## src/rtl/seu_record_arbiter.sv

```systemverilog
// rtl/seu_record_arbiter.sv - round-robin arbiter serializing flagged prbs7 checker records onto one 32-bit stream
//
// Captures each channel's 256-bit record into a one-deep shadow when its errorFlag
// (bit 255) is set, grants pending channels round-robin and streams the granted
// record as 32-bit words (MSW first) over a valid/ready handshake.
//
// Ports:
//   clk, reset          clock, asynchronous active-high reset
//   rec_in              NCH concatenated 256-bit records, channel c at [c*256 +: 256]
//   ch_enable           per-channel capture enable
//   clear               single-cycle pulse zeroing all drop counters
//   dout/dout_valid/dout_ready/dout_sop/dout_eop   outgoing word stream
//   drop_count          per-channel saturating drop counters, channel c at [c*DROP_W +: DROP_W]
//   busy                sending, or any channel pending
//
// Optional: define SEU_ARB_HEADER_EN to prefix each packet with a header word
//   {8'hA5, channel[3:0], drop_count[15:0], 4'h0} (9-word packets).
module seu_record_arbiter #(
  parameter int NCH    = 7,
  parameter int DROP_W = 16
) (
  input  logic                    clk,
  input  logic                    reset,
  input  logic [NCH*256-1:0]      rec_in,
  input  logic [NCH-1:0]          ch_enable,
  input  logic                    clear,
  output logic [31:0]             dout,
  output logic                    dout_valid,
  input  logic                    dout_ready,
  output logic                    dout_sop,
  output logic                    dout_eop,
  output logic [NCH*DROP_W-1:0]   drop_count,
  output logic                    busy
);

  localparam int CH_W = (NCH > 1) ? $clog2(NCH) : 1;
`ifdef SEU_ARB_HEADER_EN
  localparam int NWORDS = 9;
`else
  localparam int NWORDS = 8;
`endif
  localparam int OBUF_W = NWORDS * 32;
  localparam logic [3:0] LAST_IDX = 4'(NWORDS - 1);

  localparam logic [0:0] S_IDLE = 1'b0;
  localparam logic [0:0] S_SEND = 1'b1;

  logic [0:0]        state_q, state_d;
  logic [3:0]        idx_q, idx_d;
  logic [CH_W-1:0]   rr_q, rr_d;
  logic [OBUF_W-1:0] obuf_q, obuf_d;
  logic [NCH-1:0]    pend_q, pend_d;
  logic [255:0]      shadow_q [NCH];
  logic [255:0]      shadow_d [NCH];
  logic [DROP_W-1:0] drop_q [NCH];
  logic [DROP_W-1:0] drop_d [NCH];

  logic [NCH-1:0]    rel;
  logic [CH_W-1:0]   grant;
  logic              found;
  logic [CH_W:0]     cand;
  logic              hit;

  // Round-robin search: first pending channel strictly after rr, wrapping.
  always_comb begin
    found = 1'b0;
    grant = '0;
    cand  = '0;
    for (int i = 1; i <= NCH; i++) begin
      cand = {1'b0, rr_q} + (CH_W+1)'(i);
      if (cand >= (CH_W+1)'(NCH)) cand = cand - (CH_W+1)'(NCH);
      if (!found && pend_q[cand[CH_W-1:0]]) begin
        found = 1'b1;
        grant = cand[CH_W-1:0];
      end
    end
  end

  always_comb begin
    state_d  = state_q;
    idx_d    = idx_q;
    rr_d     = rr_q;
    obuf_d   = obuf_q;
    pend_d   = pend_q;
    shadow_d = shadow_q;
    drop_d   = drop_q;
    rel      = '0;
    hit      = 1'b0;

    case (state_q)
      S_IDLE: begin
        if (found) begin
          rel[grant] = 1'b1;
`ifdef SEU_ARB_HEADER_EN
          obuf_d = {8'hA5, 4'(grant), 16'(drop_q[grant]), 4'h0, shadow_q[grant]};
`else
          obuf_d = shadow_q[grant];
`endif
          rr_d    = grant;
          idx_d   = '0;
          state_d = S_SEND;
        end
      end
      default: begin
        if (dout_ready) begin
          if (idx_q == LAST_IDX) begin
            idx_d   = '0;
            state_d = S_IDLE;
          end else begin
            idx_d = idx_q + 4'd1;
          end
        end
      end
    endcase

    // A release frees the shadow in the same edge, so a simultaneous hit refills it.
    for (int c = 0; c < NCH; c++) begin
      hit = ch_enable[c] & rec_in[c*256 + 255];
      if (hit && (!pend_q[c] || rel[c])) begin
        shadow_d[c] = rec_in[c*256 +: 256];
        pend_d[c]   = 1'b1;
      end else if (rel[c]) begin
        pend_d[c] = 1'b0;
      end
      if (clear) begin
        drop_d[c] = '0;
      end else if (hit && pend_q[c] && !rel[c] && (drop_q[c] != {DROP_W{1'b1}})) begin
        drop_d[c] = drop_q[c] + 1'b1;
      end
    end
  end

  always_ff @(posedge clk or posedge reset) begin
    if (reset) begin
      state_q <= S_IDLE;
      idx_q   <= '0;
      rr_q    <= CH_W'(NCH - 1);
      obuf_q  <= '0;
      pend_q  <= '0;
      for (int c = 0; c < NCH; c++) begin
        shadow_q[c] <= '0;
        drop_q[c]   <= '0;
      end
    end else begin
      state_q  <= state_d;
      idx_q    <= idx_d;
      rr_q     <= rr_d;
      obuf_q   <= obuf_d;
      pend_q   <= pend_d;
      shadow_q <= shadow_d;
      drop_q   <= drop_d;
    end
  end

  // Word 0 is the most significant 32 bits of the output buffer.
  always_comb begin
    dout = '0;
    if (state_q == S_SEND) begin
      for (int w = 0; w < NWORDS; w++) begin
        if (idx_q == 4'(w)) dout = obuf_q[(NWORDS-1-w)*32 +: 32];
      end
    end
  end

  always_comb begin
    drop_count = '0;
    for (int c = 0; c < NCH; c++) drop_count[c*DROP_W +: DROP_W] = drop_q[c];
  end

  assign dout_valid = (state_q == S_SEND);
  assign dout_sop   = (state_q == S_SEND) && (idx_q == 4'd0);
  assign dout_eop   = (state_q == S_SEND) && (idx_q == LAST_IDX);
  assign busy       = (state_q == S_SEND) || (|pend_q);

endmodule
```

## config.mk

```make
export PLATFORM = sky130hd
export DESIGN_NAME = seu_record_arbiter
export DESIGN_NICKNAME = d
export VERILOG_FILES = /design/src/rtl/seu_record_arbiter.sv
export SDC_FILE = /design/constraint.sdc
export NUM_CORES = 2
export LEC_CHECK = 0
export BUFFER_PORTS_ARGS = -buffer_cell sky130_fd_sc_hd__buf_4
export CORE_AREA = 2 2 752 754
export CTS_BUF_LIST = sky130_fd_sc_hd__clkbuf_4 sky130_fd_sc_hd__clkbuf_8
export DETAILED_ROUTE_END_ITERATION = 6
export DIE_AREA = 0 0 754 756
export PLACE_DENSITY = 0.34
export SETUP_SLACK_MARGIN = 0.05
export SLEW_MARGIN = 0
export SYNTH_ARGS = -nofsm -noshare
export SYNTH_HDL_FRONTEND = slang
export SYNTH_SLANG_ARGS = --single-unit
```

## constraint.sdc

```tcl
create_clock -name clk -period 60 [get_ports clk]
set_input_delay 3 -clock clk [delete_from_list [all_inputs] [get_ports clk]]
set_output_delay 3 -clock clk [all_outputs]
set_load 0.005 [all_outputs]
```

After elaboration in Yosys (flattened, before gate mapping):

Cells that the tools add are included.

* input bits: 1803
* output and inout port bits: 148
* bits in registers: 2175

* mux-type cells: 87
* $add $sub $neg: 22
* reductions and logical operators: 84
* $lt $le $gt $ge: 17
* bitwise gates (word level): 9
* equality and inequality tests: 15

Operator list (count)
* $bmux 256 s3: 1
* $mux 256: 2
* $mux 32: 9
* $mux 16: 14
* $add 16x1->16 const B: 7
* $ne 16x16->1 const B: 7
* $mux 3: 14
* $logic_and 1x1->1: 37
* $mux 1: 33
* $lt 3x4->1 const B: 8
* $reduce_bool 2->1: 15
* $ge 4x3->1 const B: 7
* $bmux 1 s3: 7
* $sub 3x3->3 const B: 7
* $logic_not 1->1: 20
* $add 3x3->4 const B: 4
* $eq 4x3->1 const B: 4
* $mux 4: 4
* $mux 7: 2
* $add 3x2->4 const B: 2
* $eq 4x2->1 const B: 2
* $logic_or 1x1->1: 8
* $and 1x1->1: 7
* $reduce_or 7->1: 1
* other kinds (11): 12

Logic depth before layout (Yosys ltp):

* word-level depth: 35
* depth in mapped cells: 22
* gate-level depth less buffers: 15

Worst setup path after synthesis:

OpenSTA, ideal clock, no wires.

* path kind: register to output
* from: reg idx_q[0]
* to: out dout[0]
* path buffers: 1
* data arrival time: 2.104 ns
* setup slack: 54.896 ns
* required time: 57.000 ns
* stages on the path, launching flop included: 14
* path through: dfrtp_1 > inv_1 > ha_1 > nand2_1 > nor2_1 > clkbuf_1 > a22oi_1 > o211ai_1 > o21ai_0 > nand3_1 > o21ai_0 > nand2_1 > o21ai_0 > a211oi_1

* longest elaborated chain between the ends: 10
* elaborated cells on any way between the ends: 17
* classes of those cells: eq/ne (7); mux (9); reduce/logical (1)

Ends and longest elaborated chain
* from (decl): line 49 `logic [3:0] idx_q, idx_d;`
* from (signal assigned): line 146 `idx_q <= idx_d;`
* $logic_not 4->1: line 160 `if (idx_q == 4'(w)) dout = obuf_q[(NWORDS-1-w)*32 +: 32];`
* $mux 32 (7 in a row): line 160
* $mux 32 *: line 160
* $mux 32 *: line 158 `if (state_q == S_SEND) begin`
* to (decl): line 27 `output logic [31:0] dout,`

Every way passes the cells marked *; elsewhere a longest branch is shown, timed or not.

Worst setup path in the final report:

* from: reg idx_q[2]
* to: out dout[18]

The elaborated chain is that of the path after synthesis.

==> out/summary.md <==
The max-slew violation count is 0, and the non-filler instance count after layout is 18100. The tree built by TritonCTS fans out to 2175 sinks. The total wire length was 644 mm. During synthesis, Yosys emitted a total of 0 warnings. The net count of the finished layout was 11900; the post-cts repair resize count was 0. Number of flops mapped to enable cells by yosys: 0.

The floorplan has 276 rows. Data arrives at the worst endpoint at 7.36 ns. Counting flops with an async set or reset pin after synthesis yields a share of 100%.

In this run the tightest slew margin relative to its limit is 4.29%. Ranked by total cell area, the synthesized netlist is headed by dfrtp_1 (54%), mux2_2 (13%), mux2_1 (7.5%). The run gives 8172 as the cell count after synthesis. The logs give 0 for the final count of hold timing violations and 522 for the initial antenna violation count. The placeable core area is 563000 µm². The logs give 49.64 ns for the slack of the critical path and 4.05 mW for the internal power. The run finished with clean final reports. For the footprint of the flip-flops and latches, the log shows 54400 µm².

The analysis attributes to net switching a power of 3.68 mW. In this run the power density over the cells is 58.2 nW/µm². Static timing analysis puts the maximum clock frequency at 0.0965 GHz. The number of setup violations in the final report is 0.

For the post-route setup TNS, the log shows 0 ns. Counting the buffers created by CTS gives 440. TritonCTS built the clock tree. The area fraction of the dominant cell type after synthesis came out at 54.1%.

The number of unique standard cell types used by synthesis is 97, and the switching portion of total power is 47.6%. In this run, post-CTS hold repair placed 0 buffers. Entering global routing, the biggest net connects 155 pins. The area growth from synthesis to layout is 31.9%. Global routing finished with a remaining overflow of 0.

The clock root buffer was clkbuf_8. The run gives 84900 as the via count of the first global-routing pass. Setup repair after global routing left no endpoint under its margin. Summing all multi-input logic gate instances after layout gives 42600 µm². The detailed-routing wirelength on met1 was 262 mm; the buffer depth of the longest clock path was 4. The horizontal die dimension is 754 µm, and the share of power burned in the clock network is 22.2%.

The count of input and output buffers was 1950; the amount of wire on met3 after detailed routing was 56.5 mm. For the net count after synthesis, the log shows 9999. The logs give 49.72 ns for the minimum setup slack after placement and 0.908 for the global placement routability congestion. The run gives 101000 µm² as the netlist area before placement. The average wire length per cell after detail routing was 35.6 µm; the fill cell instance count of the final layout was 60200. The part of the total power dissipated in sequential elements was 29.9%; the insertion delay of the later-clocked pin in the worst-skew pair was 1.20 ns. The number of post-CTS setup repair buffers was 0. Using the TritonRoute via totals, the vias-per-cell ratio works out to 4.58.

In this run the top signal layer used is met5. After clock tree synthesis, the clock-pin slew on the worst setup and hold paths is 0.05 ns. Among all flip-flop cells after synthesis, the most frequent one is dfrtp_1. The finished cells cover 133000 µm². Final period utilization: 17.3%. Summing all placed instances gives a cell area of 123000 µm². The die area is 570000 µm². The worst setup path is captured at an output pin. The maximum fanout along the worst path came out at 32. At the pin with the least slew margin, the transition time is 1.42 ns.

Leading area contributor after synthesis: dfrtp_1. The number of primary I/O pins came out at 1951. The fraction of the yosys area taken by sequential cells was 54.1%. In this run, synthesis produced a sequential element count of 2175. The logs give 0 for the max-cap check violation count and 7 for the first-pass detailed-route iteration total. For this design the static power due to leakage is 61.4 nW. Global routing usage summed across all routing layers: 21.7%. In this run the remaining antenna-violating nets after routing total 0.

Detailed placement finished with a half-perimeter wire length of 493 mm. The fraction of layout instances using a drive strength above 1 works out to 41.9%. The required time of the worst setup path was 57.00 ns; the vias after detailed routing was 82800. Between clock sinks in the finished design, the worst skew comes to 0.120 ns.

The detailed router finished its first iteration with 6993 violations. The combinational share of power was 47.9%. The run gives 0.113 mV as the largest vdd supply drop. After detailed placement, the design holds a cell count of 17100. For the DRC violations left, the log shows 0. Kind of launch point of the worst setup path: a flop. Averaged over all synthesized cells, the footprint is 12.3 µm². The critical path in this run is classified as reg2out. The die span in y works out to 756 µm. Sorting the synthesized cells by how often they occur yields dfrtp_1 (2173), mux2_2 (1129), nand2_1 (696), mux2_1 (667), o21ai_0 (414). The tools report the H-tree depth reported by CTS as 5. After detailed routing, the met2 layer carries 299 mm of wire.

In the post-synthesis netlist, the cell with the most instances is dfrtp_1. The first global-routing pass estimated 840 mm of wire. After layout, the minimum clock period comes to 10.36 ns.

The classification of the worst-slack hold path is reg2reg. For the initial core utilization, the log shows 17.9%.
==> placed cells by master, fill, tap and decap left out, types with 92 or more instances in the layout <==
master    netlist  layout
dfrtp_1      2173    2173
buf_4          92    2106
mux2_2       1129    1129
nand2_1       696     690
mux2_1        667     667
clkbuf_8        0     553
o21ai_0       414     405
a21oi_1       353     350
a211oi_1      301     300
and3_1        282     282
mux2i_1       268     267
a31oi_1       263     263
o221a_2       256     256
diode_2         0     186
clkbuf_4        0     179
nor2_1        132     128
nand3_1        92      92
==> per-layer routing <==
layer	vias up	GRT usage, %
met4	306	7.92
met1	43200	26.5
met2	3727	35.2
met3	1350	7.66
met5	-	0
li1	34300	-
==> worst max-delay path, stage by stage, from the launching register on <==
cell	delay, ns
dfrtp_1	0.42
nor2_1	0.34
nand2_1	0.19
nor2_4	0.89
a22oi_1	0.42
o211ai_1	0.50
o21ai_0	0.53
nand3_1	0.62
o21ai_0	0.67
nand2_1	0.27
o21ai_0	0.51
a211oi_1	0.52
buf_4	0.20
==> flip-flops by register name, indices dropped and copies added (netlist names) <==
register / flops
shadow_q: 1792
obuf_q: 256
drop_count: 112
pend_q: 7
idx_q: 4
rr_q: 3
dout_valid: 1
==> metrics by stage <==
stage	util (%)	total power, mW	hold slack (ns)
floorplan	-	4.14	0.430
global placement	21.8	6.08	0.450
detailed placement	21.8	6.09	0.448
CTS	23.5	7.84	0.466
global route	23.6	8.08	0.492
finish	23.6	7.72	0.465
==> worst paths after layout <==
kind	startpoint	endpoint	slack [ns]	cells past startpoint
hold / removal	shadow_q[255]	shadow_q[255]	0.46	1
min in group asynchronous	reset	shadow_q[572]	2.14	3
setup / recovery	idx_q[2]	dout[18]	49.64	12
setup reg to reg	rr_q[0]	obuf_q[137]	50.31	20
max in group asynchronous	reset	shadow_q[1451]	51.10	11
hold reg to reg	shadow_q[255]	shadow_q[255]	0.46	1
==> cell type report <==
cell class	instances	area share, %
clock buffer	732	6.75
clock inverter	46	0.415
timing repair buffer	2126	12.2
multi-input combinational	5290	32.1
inverter	37	0.107
tap	7506	7.08
sequential	2175	41.0
antenna	186	0.351
==> cells by family (layout without fill, tap and decap cells) <==
group	after synthesis	in the layout	share of synthesized area, %
AOI/OAI and AO/OA	1768	1768	12.1
muxes	2065	2065	22.8
buffers and inverters	707	2941	3.74
other	0	186	0
DFF	2175	2175	54.1
xor gates and xnor gates	59	59	0.537
adders and majority gates	24	24	0.306
and+or+nand+nor	1374	1374	6.46
==> power groups by stage <==
stage / Sequential, mW / Combinational, mW / Clock, mW
final: 2.31 / 3.70 / 1.72
after floorplan: 2.14 / 2.00 / 0
after CTS: 2.30 / 3.77 / 1.77
after detailed placement: 2.33 / 3.76 / 0
after global placement: 2.32 / 3.75 / 0
after global routing: 2.35 / 3.90 / 1.83
(Power assumes the default switching activity.)
